--- config.mk ---
export PLATFORM = sky130hd
export DESIGN_NAME = turn_manager_flat
export DESIGN_NICKNAME = d
export VERILOG_FILES = /design/src/rtl/game_pkg.sv /design/src/rtl/turn_manager_if.sv /design/src/rtl/frame_tick_sync.sv /design/src/rtl/turn_manager.sv /design/src/flat_wrapper.sv
export SDC_FILE = /design/constraint.sdc
export NUM_CORES = 1
export LEC_CHECK = 0
export BUFFER_PORTS_ARGS = -buffer_cell sky130_fd_sc_hd__buf_2
export CAP_MARGIN = 20
export CORE_MARGIN = 5
export CORE_UTILIZATION = 27
export DETAILED_ROUTE_END_ITERATION = 12
export GPL_TIMING_DRIVEN = 0
export HOLD_SLACK_MARGIN = 0.12
export PLACE_DENSITY = 0.55
export SLEW_MARGIN = 25
export SYNTH_ARGS = -nofsm -noshare
export SYNTH_HDL_FRONTEND = slang
export SYNTH_SLANG_ARGS = --single-unit
export TNS_END_PERCENT = 30
--- constraint.sdc ---
create_clock -name clk -period 3.3 [get_ports clk]
set_clock_uncertainty 0.2 [all_clocks]
set_input_delay 0.33 -clock clk [delete_from_list [all_inputs] [get_ports clk]]
set_output_delay 0.33 -clock clk [all_outputs]
set_load 0.1 [all_outputs]
--- src/rtl/game_pkg.sv ---
// Shared types and constants for the artillery turn manager: FSM state
// encoding, health width, default frame counts and the saturating damage helper.
package game_pkg;

  localparam int HP_W              = 8;
  localparam int NUM_PLAYERS_DEF   = 4;
  localparam int TURN_FRAMES_DEF   = 600;
  localparam int SETTLE_FRAMES_DEF = 60;
  localparam int HP_INIT_DEF       = 100;

  typedef enum logic [2:0] {
    ST_IDLE   = 3'd0,
    ST_AIM    = 3'd1,
    ST_FLIGHT = 3'd2,
    ST_SETTLE = 3'd3,
    ST_NEXT   = 3'd4,
    ST_OVER   = 3'd5
  } state_e;

  // Health never wraps: overkill damage clamps to zero.
  function automatic logic [HP_W-1:0] sat_sub(input logic [HP_W-1:0] hp,
                                              input logic [HP_W-1:0] dmg);
    return (hp > dmg) ? (hp - dmg) : '0;
  endfunction

endpackage

--- src/rtl/turn_manager_if.sv ---
// Game-logic bus between the turn manager and the rest of the game:
// shot/explosion/damage events in, turn and health status out.
interface turn_manager_if
  import game_pkg::*;
#(
  parameter int NUM_PLAYERS = NUM_PLAYERS_DEF
) ();

  localparam int PW = $clog2(NUM_PLAYERS);

  logic                        fire;
  logic                        exploded;
  logic                        dmg_valid;
  logic [PW-1:0]               dmg_player;
  logic [HP_W-1:0]             dmg_amount;

  logic [PW-1:0]               active_player;
  logic [NUM_PLAYERS-1:0]      player_enable;
  logic [15:0]                 time_left;
  logic [NUM_PLAYERS*HP_W-1:0] hp;
  logic [NUM_PLAYERS-1:0]      alive;
  logic                        game_over;
  logic [PW-1:0]               winner;
  logic [2:0]                  state;

  modport master (
    output fire, exploded, dmg_valid, dmg_player, dmg_amount,
    input  active_player, player_enable, time_left, hp, alive,
           game_over, winner, state
  );

  modport slave (
    input  fire, exploded, dmg_valid, dmg_player, dmg_amount,
    output active_player, player_enable, time_left, hp, alive,
           game_over, winner, state
  );

endinterface

--- src/rtl/frame_tick_sync.sv ---
// Brings the VGA vsync into the clk domain and emits a one-cycle tick on
// each synchronized rising edge; vsync is only ever sampled as data.
module frame_tick_sync (
  input  logic clk,
  input  logic reset_n,
  input  logic frame_clk_i,
  output logic tick_o
);

  // [0],[1] are the metastability stages, [2] holds the previous level.
  logic [2:0] sync_q;

  // NOTE: sequential state uses non-blocking assignments so every flop samples
  // the pre-edge values; blocking here would collapse the shift chain.
  always_ff @(posedge clk or negedge reset_n) begin
    if (!reset_n) begin
      sync_q <= '0;
    end else begin
      sync_q <= {sync_q[1:0], frame_clk_i};
    end
  end

  assign tick_o = sync_q[1] & ~sync_q[2];

endmodule

--- src/rtl/turn_manager.sv ---
// Turn sequencer for a turn-based artillery game: rotates aiming among living
// players, tracks health from damage strobes and declares a winner.
module turn_manager
  import game_pkg::*;
#(
  parameter int NUM_PLAYERS   = NUM_PLAYERS_DEF,   // legal range 2..8
  parameter int TURN_FRAMES   = TURN_FRAMES_DEF,
  parameter int SETTLE_FRAMES = SETTLE_FRAMES_DEF,
  parameter int HP_INIT       = HP_INIT_DEF
) (
  input  logic           clk,
  input  logic           reset_n,
  input  logic           frame_clk,
  turn_manager_if.slave  bus
);

  localparam int                     PW        = $clog2(NUM_PLAYERS);
  localparam int                     PW1       = PW + 1;
  localparam logic [15:0]            TURN_LD   = 16'(TURN_FRAMES);
  localparam logic [15:0]            SETTLE_LD = 16'(SETTLE_FRAMES);
  localparam logic [HP_W-1:0]        HP_LD     = HP_W'(HP_INIT);
  localparam logic [NUM_PLAYERS-1:0] ONE_HOT0  = NUM_PLAYERS'(1);

  logic tick;

  frame_tick_sync u_frame_tick_sync (
    .clk         (clk),
    .reset_n     (reset_n),
    .frame_clk_i (frame_clk),
    .tick_o      (tick)
  );

  state_e                 state_q;
  logic [PW-1:0]          active_q;
  logic [15:0]            time_left_q;
  logic [15:0]            settle_q;
  logic [NUM_PLAYERS-1:0] enable_q;
  logic [NUM_PLAYERS-1:0] alive_q;
  logic                   game_over_q;
  logic [PW-1:0]          winner_q;
  logic                   exploded_q;

  logic [HP_W-1:0]        hp_q [NUM_PLAYERS];
  logic [HP_W-1:0]        hp_d [NUM_PLAYERS];

  logic                   dmg_ok;
  logic [PW-1:0]          next_alive_idx;
  logic [PW-1:0]          lowest_alive_idx;

  function automatic logic [PW-1:0] wrap_add(input logic [PW-1:0] base, input int step);
    int sum;
    sum = int'(base) + step;
    if (sum >= NUM_PLAYERS) sum = sum - NUM_PLAYERS;
    return PW'(sum);
  endfunction

  // Damage is frozen once the game is decided; out-of-range targets are dropped.
  assign dmg_ok = bus.dmg_valid && (state_q != ST_OVER) &&
                  ({1'b0, bus.dmg_player} < PW1'(NUM_PLAYERS));

  // NOTE: every combinational output gets a default before any conditional
  // write, so no path leaves it unassigned and no latch is inferred.
  always_comb begin
    hp_d = hp_q;
    if (dmg_ok) begin
      hp_d[bus.dmg_player] = sat_sub(hp_q[bus.dmg_player], bus.dmg_amount);
    end
  end

  // NOTE: the health table is a handful of flops that must start at HP_INIT,
  // so each entry is reset explicitly rather than treated as an uninitialised RAM.
  always_ff @(posedge clk or negedge reset_n) begin
    if (!reset_n) begin
      for (int i = 0; i < NUM_PLAYERS; i++) hp_q[i] <= HP_LD;
      alive_q <= '1;
    end else begin
      hp_q <= hp_d;
      for (int i = 0; i < NUM_PLAYERS; i++) alive_q[i] <= (hp_q[i] != '0);
    end
  end

  // Scan downward so the nearest living successor is the last one written.
  always_comb begin
    next_alive_idx = active_q;
    for (int k = NUM_PLAYERS - 1; k >= 1; k--) begin
      if (alive_q[wrap_add(active_q, k)]) next_alive_idx = wrap_add(active_q, k);
    end
  end

  always_comb begin
    lowest_alive_idx = '0;
    for (int k = NUM_PLAYERS - 1; k >= 0; k--) begin
      if (alive_q[k]) lowest_alive_idx = PW'(k);
    end
  end

  always_ff @(posedge clk or negedge reset_n) begin
    if (!reset_n) begin
      state_q     <= ST_IDLE;
      active_q    <= '0;
      time_left_q <= TURN_LD;
      settle_q    <= '0;
      enable_q    <= '0;
      game_over_q <= 1'b0;
      winner_q    <= '0;
      exploded_q  <= 1'b0;
    end else begin
      exploded_q <= bus.exploded;
      case (state_q)
        ST_IDLE: begin
          if (tick) begin
            state_q     <= ST_AIM;
            active_q    <= '0;
            time_left_q <= TURN_LD;
            enable_q    <= ONE_HOT0;
          end
        end

        // A dead shooter forfeits; a shot beats a simultaneous timeout.
        ST_AIM: begin
          if (!alive_q[active_q]) begin
            state_q  <= ST_NEXT;
            enable_q <= '0;
          end else if (bus.fire) begin
            state_q  <= ST_FLIGHT;
            enable_q <= '0;
          end else if (tick) begin
            if (time_left_q == '0) begin
              state_q  <= ST_NEXT;
              enable_q <= '0;
            end else begin
              time_left_q <= time_left_q - 16'd1;
            end
          end
        end

        ST_FLIGHT: begin
          if (bus.exploded && !exploded_q) begin
            state_q  <= ST_SETTLE;
            settle_q <= SETTLE_LD;
          end
        end

        ST_SETTLE: begin
          if (!bus.exploded && (settle_q == '0)) begin
            state_q <= ST_NEXT;
          end else if (tick && (settle_q != '0)) begin
            settle_q <= settle_q - 16'd1;
          end
        end

        ST_NEXT: begin
          if ($countones(alive_q) <= 1) begin
            state_q     <= ST_OVER;
            game_over_q <= 1'b1;
            winner_q    <= lowest_alive_idx;
          end else begin
            state_q     <= ST_AIM;
            active_q    <= next_alive_idx;
            time_left_q <= TURN_LD;
            enable_q    <= ONE_HOT0 << next_alive_idx;
          end
        end

        ST_OVER: begin
          state_q <= ST_OVER;
        end

        default: begin
          state_q  <= ST_IDLE;
          enable_q <= '0;
        end
      endcase
    end
  end

  for (genvar g = 0; g < NUM_PLAYERS; g++) begin : g_hp_pack
    assign bus.hp[g*HP_W +: HP_W] = hp_q[g];
  end

  assign bus.state         = state_q;
  assign bus.active_player = active_q;
  assign bus.player_enable = enable_q;
  assign bus.time_left     = time_left_q;
  assign bus.alive         = alive_q;
  assign bus.game_over     = game_over_q;
  assign bus.winner        = winner_q;

endmodule
--- src/flat_wrapper.sv ---
// flat-port wrapper written by rule: the top's interface ports become plain ports
module turn_manager_flat import game_pkg::*;
#(
  parameter int NUM_PLAYERS   = NUM_PLAYERS_DEF,                      
  parameter int TURN_FRAMES   = TURN_FRAMES_DEF,
  parameter int SETTLE_FRAMES = SETTLE_FRAMES_DEF,
  parameter int HP_INIT       = HP_INIT_DEF
)
  (clk, reset_n, frame_clk, bus_fire, bus_exploded, bus_dmg_valid, bus_dmg_player, bus_dmg_amount, bus_active_player, bus_player_enable, bus_time_left, bus_hp, bus_alive, bus_game_over, bus_winner, bus_state);
  turn_manager_if #(.NUM_PLAYERS(NUM_PLAYERS)) bus_i ();
  input  logic clk;
  input  logic reset_n;
  input  logic frame_clk;
  input wire logic [$bits(bus_i.fire)-1:0] bus_fire;
  input wire logic [$bits(bus_i.exploded)-1:0] bus_exploded;
  input wire logic [$bits(bus_i.dmg_valid)-1:0] bus_dmg_valid;
  input wire logic [$bits(bus_i.dmg_player)-1:0] bus_dmg_player;
  input wire logic [$bits(bus_i.dmg_amount)-1:0] bus_dmg_amount;
  output wire logic [$bits(bus_i.active_player)-1:0] bus_active_player;
  output wire logic [$bits(bus_i.player_enable)-1:0] bus_player_enable;
  output wire logic [$bits(bus_i.time_left)-1:0] bus_time_left;
  output wire logic [$bits(bus_i.hp)-1:0] bus_hp;
  output wire logic [$bits(bus_i.alive)-1:0] bus_alive;
  output wire logic [$bits(bus_i.game_over)-1:0] bus_game_over;
  output wire logic [$bits(bus_i.winner)-1:0] bus_winner;
  output wire logic [$bits(bus_i.state)-1:0] bus_state;
  assign bus_i.fire = bus_fire;
  assign bus_i.exploded = bus_exploded;
  assign bus_i.dmg_valid = bus_dmg_valid;
  assign bus_i.dmg_player = bus_dmg_player;
  assign bus_i.dmg_amount = bus_dmg_amount;
  assign bus_active_player = bus_i.active_player;
  assign bus_player_enable = bus_i.player_enable;
  assign bus_time_left = bus_i.time_left;
  assign bus_hp = bus_i.hp;
  assign bus_alive = bus_i.alive;
  assign bus_game_over = bus_i.game_over;
  assign bus_winner = bus_i.winner;
  assign bus_state = bus_i.state;
  turn_manager #(.NUM_PLAYERS(NUM_PLAYERS), .TURN_FRAMES(TURN_FRAMES), .SETTLE_FRAMES(SETTLE_FRAMES), .HP_INIT(HP_INIT)) u_core (.clk(clk), .reset_n(reset_n), .frame_clk(frame_clk), .bus(bus_i));
endmodule
==> results of run 1 <==
[where the power goes]
group / internal, uW / switching, uW / total (uW)
Clock: 663 / 425 / 1090
Combinational: 30.4 / 50.6 / 81.0
Sequential: 1030 / 0.930 / 1030
[logic make-up (layout without fill, tap and decap cells)]
kind of cell,count (synthesis),in the layout,share of synthesized area [%]
xor+xnor,12,12,2.30
mux,32,32,10.0
buf+inv,40,143,3.34
simple gates,161,161,19.3
compound gates,92,92,13.4
flops,84,84,46.6
fa+ha+maj,17,17,4.99
[repair_timing]
item,4_1_cts,5_1_grt
gates resized for setup,5,10
setup buffers,0,6
hold buffers,3,0
pin swaps,0,2
setup endpoints to repair,16,30
hold endpoints to repair,68,0
[state kept, by name, indices dropped and copies added (netlist names)]
signal	count
u_core.bus.game_over	1
u_core.bus.winner	2
u_core.exploded_q	1
u_core.bus.time_left	16
u_core.bus.alive	4
u_core.bus.state	3
u_core.bus.hp	32
u_core.bus.player_enable	4
u_core.u_frame_tick_sync.sync_q	3
u_core.settle_q	16
u_core.bus.active_player	2
[final timing paths]
kind	startpoint	endpoint	depth (start not counted)
setup / recovery	u_core.bus.alive[2]$_DFF_PN1_	u_core.bus.time_left[15]$_DFFE_PN0P_	9
hold / removal	u_core.u_frame_tick_sync.sync_q[0]$_DFF_PN0_	u_core.u_frame_tick_sync.sync_q[1]$_DFF_PN0_	0
setup reg to reg	u_core.bus.alive[2]$_DFF_PN1_	u_core.bus.time_left[15]$_DFFE_PN0P_	9
hold reg to reg	u_core.u_frame_tick_sync.sync_q[0]$_DFF_PN0_	u_core.u_frame_tick_sync.sync_q[1]$_DFF_PN0_	0
max in group asynchronous	reset_n	u_core.bus.hp[13]$_DFFE_PN1P_	3
min in group asynchronous	reset_n	u_core.bus.time_left[1]$_DFFE_PN0P_	2
[layout make-up]
class                           count  area [um2]
Clock buffer                       10         229
Clock inverter                      6        88.8
Multi-Input combinational cell    314        2330
Fill cell                        1727       10800
Buffer                             15        75.1
Sequential cell                    84        2140
Timing Repair Buffer               89         504
Inverter                           23        86.3
Tap cell                          220         275
[cell usage in the layout (no fill, tap or decap), types with 13 or more instances in the layout]
cell type,instances
a21oi_1,15
o31ai_1,15
buf_2,80
ha_1,15
nand2_1,39
nor4_1,17
dfrtp_1,56
or3_1,16
inv_1,23
dfstp_2,18
nand4_1,13
o21ai_0,25
mux2_2,19
nand3_1,13
nor2_1,16
[metrics by stage]
| step | hold slack [ns] | total power, uW | TNS (ns) | cells |
|---|---|---|---|---|
| floorplan | -0.166 | 1080 | 0 | 438 |
| global placement | 0.135 | 1120 | -7.42 | 737 |
| detailed placement | -0.0413 | 1130 | -8.64 | 738 |
| CTS | 0.149 | 2230 | -0.000179 | 756 |
| global route | 0.147 | 2270 | 0 | 761 |
| finish | 0.144 | 2200 | 0 | 761 |
[metal layers]
metal	up-vias	routed length [um]	part of all wire, %	global-route usage (%)
met1	1887	5640	46	16.9
met5	-	0	0	0
met2	109	5800	47	20.3
met3	24	678	5.5	3.51
met4	0	282	2.3	4.79
li1	1849	-	-	-
==> impl_results.md, run 1 <==
* WL per Instance at 16.3 um
* Initial antenna violation count at 0
* DIE AREA at 0.0196 mm2
* Endpoints failing setup at 0
* Final wirelength at 12.4 mm
* Kind of critical path: flip-flop to flip-flop
* Post-route setup slack at 0.156 ns
* Layout area overhead at 25.7%
* # nets final at 569
* Total GRT Usage at 12.9%
* Diode count at 0
* Reg2Reg Setup Slack at 0.16 ns
* Clock Latency Late Sink at 0.35 ns
* Number of global-route vias before repair at 3978
* YS warnings at 0
* Slew @ Worst Pin at 0.936 ns
* Total congestion overflow at 0
* Syn_nets at 471
* Core Area at 0.0166 mm2
* Crit path max fanout at 10
* Syn avg cell area at 10.4 um2
* Dpl hpwl at 9.30 mm
* Largest net degree at the start of global routing at 74
* Most common cell in the netlist: dfrtp_1
* TritonRoute pass-1 iters at 4
* Final hold vios at 0
* Buffers and inverters on the worst path at 2
* Gp weighted congestion at 0.823
* Status: complete, no violations
* P_leak at 0.00251 uW
* CTS clock-pin slew for the worst setup and hold paths at 0.06 ns
* Die height at 140 um
* Chip width at 140 um
* Slowest cell delay on critical path at 0.64 ns
* CP arrival at 3.23 ns
* Via count at 3869
* Sequential element share of the synthesized area at 46.6%
* Synth top area cells: dfrtp_1, dfstp_2, mux2_2
* Remaining DRCs at 0
* H-Tree Depth at 3
* CTS Sinks at 84
* Yosys top cell area share at 35.1%
* Synth async-reset ratio at 100%
* Area leader, netlist: dfrtp_1
* Post-placement cell area at 0.00529 mm2
* Slowest stage cell, crit path: dfstp_4
* CP Launch Type: flip-flop
* CP delay by family, top: simple AND/OR/NAND/NOR gates
* Gate Count Post-Synth at 438
* Vias/cell at 5.08
* Global-route wire length before repair at 20.6 mm
* Crit-path cells: inv_1 > ha_1 > ha_1 > inv_1 > fa_1 > nand3_4 > and3_1 > or4_1 > nand2_1
* Initial drt markers at 158
* CTS Root Cell: clkbuf_16
* Mapped cell area at 0.00456 mm2
* Slew Viols, Final at 0
* Initial Utilization at 27.5%
* Normalized max-slew margin at 37.4%
* Max cap viols at 0
* Num CTS Buffers at 9
* CP required at 3.39 ns
* ANT nets after route at 0
* Synth Register Bits at 84
* TritonCTS clock tree: yes
* RSZ-0062 raised after global routing: false
* Post-layout instance area at 0.00574 mm2
* Cell Rows at 47
* Ports at 80
* PwrDens at 384 mW/mm2
* Worst IR drop on VDD at 0.276 mV
* Post-route clock period utilization at 95.3%
* Post-synth top cells: dfrtp_1, nand2_1, o21ai_0, inv_1, dfstp_2
* Crit path time final at 3.14 ns
* Layout cells sized above 1 at 32.5%
* Yosys cell types at 56
* Maximum root-to-sink buffer count at 2
* Final core utilization at 34.6%
* Main synth FF type: dfrtp_1
* Highest clock rate at 0.318 GHz
* Post-synth EDFFs at 0
* Min-Delay Path Class: flip-flop to flip-flop
* Port Buffer Count at 79
* Dpl ws at -0.461 ns
* CP Capture Type: flip-flop
(Power assumes the default switching activity.)
==> inputs of run 2 (changes only) <==
--- a/config.mk
+++ b/config.mk
@@ -8,11 +8,11 @@
 export BUFFER_PORTS_ARGS = -buffer_cell sky130_fd_sc_hd__buf_2
 export CAP_MARGIN = 20
 export CORE_MARGIN = 5
-export CORE_UTILIZATION = 27
+export CORE_UTILIZATION = 50
 export DETAILED_ROUTE_END_ITERATION = 12
 export GPL_TIMING_DRIVEN = 0
 export HOLD_SLACK_MARGIN = 0.12
-export PLACE_DENSITY = 0.55
+export PLACE_DENSITY = 0.84
 export SLEW_MARGIN = 25
 export SYNTH_ARGS = -nofsm -noshare
 export SYNTH_HDL_FRONTEND = slang
==> constraint.sdc (replaced) <==
create_clock -name clk -period 3.3 [get_ports clk]
set_clock_uncertainty 0.2 [all_clocks]
set_input_delay 0 -clock clk [delete_from_list [all_inputs] [get_ports clk]]
set_output_delay 0 -clock clk [all_outputs]
set_load 0.1 [all_outputs]
==> run 2 against run 1 <==
Net effect: fmax shrank 0.98%; power shrank 16%; combinational power grew 10%; critical endpoint is now u_core.bus.hp[19]$_DFFE_PN0P_; largest power group is now registers; clock power shrank 34%; sequential cell count is the same; die area shrank 43%; register-to-register slack lost 0.03 ns; design area shrank 3.2%.
==> impl_results.md, run 2 (same netlist as run 1, synthesis figures left out) <==
* Status: complete, no violations
* Cell Rows at 34 (-28%)
* Clock Latency Late Sink at 0.36 ns (about the same)
* CTS Sinks at 84 (unchanged)
* Global-route wire length before repair at 19.6 mm (-4.6%)
* TritonCTS clock tree: yes
* Maximum root-to-sink buffer count at 2 (unchanged)
* Die height at 106 um (-25%)
* Dpl hpwl at 8.41 mm (-9.6%)
* Kind of critical path: flip-flop to flip-flop
* CP Capture Type: flip-flop
* TritonRoute pass-1 iters at 4 (unchanged)
* Crit path time final at 3.18 ns (+0.0311 ns)
* Worst IR drop on VDD at 0.181 mV (-34%)
* WL per Instance at 17.5 um (+7.1%)
* Total congestion overflow at 0 (unchanged)
* Final wirelength at 11.5 mm (-7.7%)
* Metal2 WL at 5.57 mm (-4.0%)
* Vias/cell at 6.05 (+19%)
* Slew Viols, Final at 0 (unchanged)
* Remaining DRCs at 0 (unchanged)
* Max cap viols at 0 (unchanged)
* Final core utilization at 63.0% (+28 points)
* Routed metal-1 wirelength at 4.87 mm (-14%)
* Largest net degree at the start of global routing at 49 (-34%)
* Ports at 80 (unchanged)
* Port Buffer Count at 79 (unchanged)
* Num CTS Buffers at 9 (unchanged)
* Layout cells sized above 1 at 31.6% (-0.96 points)
* Commonest non-fill, non-tap cells in the layout: buf_2, dfrtp_1, nand2_1, o21ai_0, inv_1
* CTS Root Cell: clkbuf_8
* Endpoints failing setup at 0 (unchanged)
* Initial drt markers at 177 (+12%)
* Top sig layer: met4
* Diode count at 0 (unchanged)
* CTS clock-pin slew for the worst setup and hold paths at 0.08 ns (+0.02 ns)
* Via count at 3970 (+2.6%)
* Core Area at 0.00881 mm2 (-47%)
* Dpl ws at -0.468 ns (-0.00726 ns)
* # nets final at 576 (+1.2%)
* Number of global-route vias before repair at 3989 (+0.28%)
* CP required at 3.34 ns (-0.05 ns)
* Post-route setup slack at 0.125 ns (-0.0311 ns)
* DIE AREA at 0.0111 mm2 (-43%)
* Power, Total at 1840 uW (-16%)
* Most common cell after layout, fill and taps aside: buf_2
* Highest clock rate at 0.315 GHz (-0.98%)
* Total GRT Usage at 21.4% (+8.5 points)
* Final hold vios at 0 (unchanged)
* Initial Utilization at 51.8% (+24 points)
* PwrDens at 332 mW/mm2 (-14%)
* Gp weighted congestion at 0.898 (+9.1%)
* Slew @ Worst Pin at 0.830 ns (-0.106 ns)
* Normalized max-slew margin at 44.5% (+7.1 points)
* CP Launch Type: flip-flop
* Layout area overhead at 21.6%
* P_leak at 0.00248 uW (-1.2%)
* Min-Delay Path Class: input pin to flip-flop
* Crit path max fanout at 5 (-5)
* Chip width at 106 um (-25%)
* Hold slack at 0.142 ns (-0.00247 ns)
* WL met3 at 779 um (+15%)
* Initial antenna violation count at 0 (unchanged)
* CP arrival at 3.22 ns (about the same)
* Max reg flops at 32 (unchanged)
* Setup TNS at 0 ns (unchanged)
* Post-route clock period utilization at 96.2% (+0.94 points)
* ANT nets after route at 0 (unchanged)
* H-Tree Depth at 3 (unchanged)
==> run 2: final timing paths <==
kind | from | endpoint | slack (ns) | depth (start not counted)
setup / recovery | u_core.bus.hp[24]$_DFFE_PN0P_ | u_core.bus.hp[19]$_DFFE_PN0P_ | 0.12 | 12
hold / removal | bus_exploded | u_core.exploded_q$_DFF_PN0_ | 0.14 | 2
setup reg to reg | u_core.bus.hp[24]$_DFFE_PN0P_ | u_core.bus.hp[19]$_DFFE_PN0P_ | 0.12 | 12
hold reg to reg | u_core.u_frame_tick_sync.sync_q[1]$_DFF_PN0_ | u_core.u_frame_tick_sync.sync_q[2]$_DFF_PN0_ | 0.19 | 0
max in group asynchronous | reset_n | u_core.bus.hp[29]$_DFFE_PN1P_ | 2.02 | 4
min in group asynchronous | reset_n | u_core.bus.time_left[3]$_DFFE_PN1P_ | 0.57 | 3
==> run 2: critical path, stage by stage, from the launching register on <==
cell,delay (ns)
dfrtp_2,0.44
mux4_2,0.47
inv_1,0.08
ha_1,0.17
inv_1,0.07
fa_2,0.38
a211oi_2,0.22
nor2_2,0.10
o211ai_1,0.29
buf_4,0.16
buf_4,0.11
nor3_1,0.09
mux2_2,0.28
==> run 2: area by class of cell <==
| cell class | instances | area (um2) |
|---|---|---|
| buffer | 15 | 65.1 |
| clock buffer | 12 | 135 |
| clock inverter | 4 | 51.3 |
| fill | 695 | 3260 |
| inverter | 23 | 86.3 |
| multi-input combinational | 314 | 2330 |
| sequential | 84 | 2140 |
| tap | 108 | 135 |
| timing repair buffer | 96 | 598 |
==> run 2: through the flow <==
step                cells  instance area [um2]
floorplan             438                 4580
finish                656                 5550
CTS                   654                 5480
global placement      625                 5110
global route          656                 5550
detailed placement    626                 5140
==> run 2: timing repair <==
action,4_1_cts,5_1_grt
setup endpoints to repair,14,28
setup buffers,1,3
gates resized for setup,3,13
hold endpoints to repair,124,0
pin swaps,1,2
hold buffers,12,0
==> run 2: per-layer routing <==
layer  up-vias  global-route usage, %
met5         -                      0
met4         0                   7.96
met3        22                   3.67
met2       154                   35.3
met1      1930                   28.3
li1       1864                      -
==> run 2: where the power goes <==
group / leakage [uW] / internal (uW) / total (uW) / switching (uW)
sequential: 0.000997 / 1030 / 1030 / 1.37
clock: 0.0000906 / 351 / 718 / 367
combinational: 0.00139 / 36.7 / 89.1 / 52.4
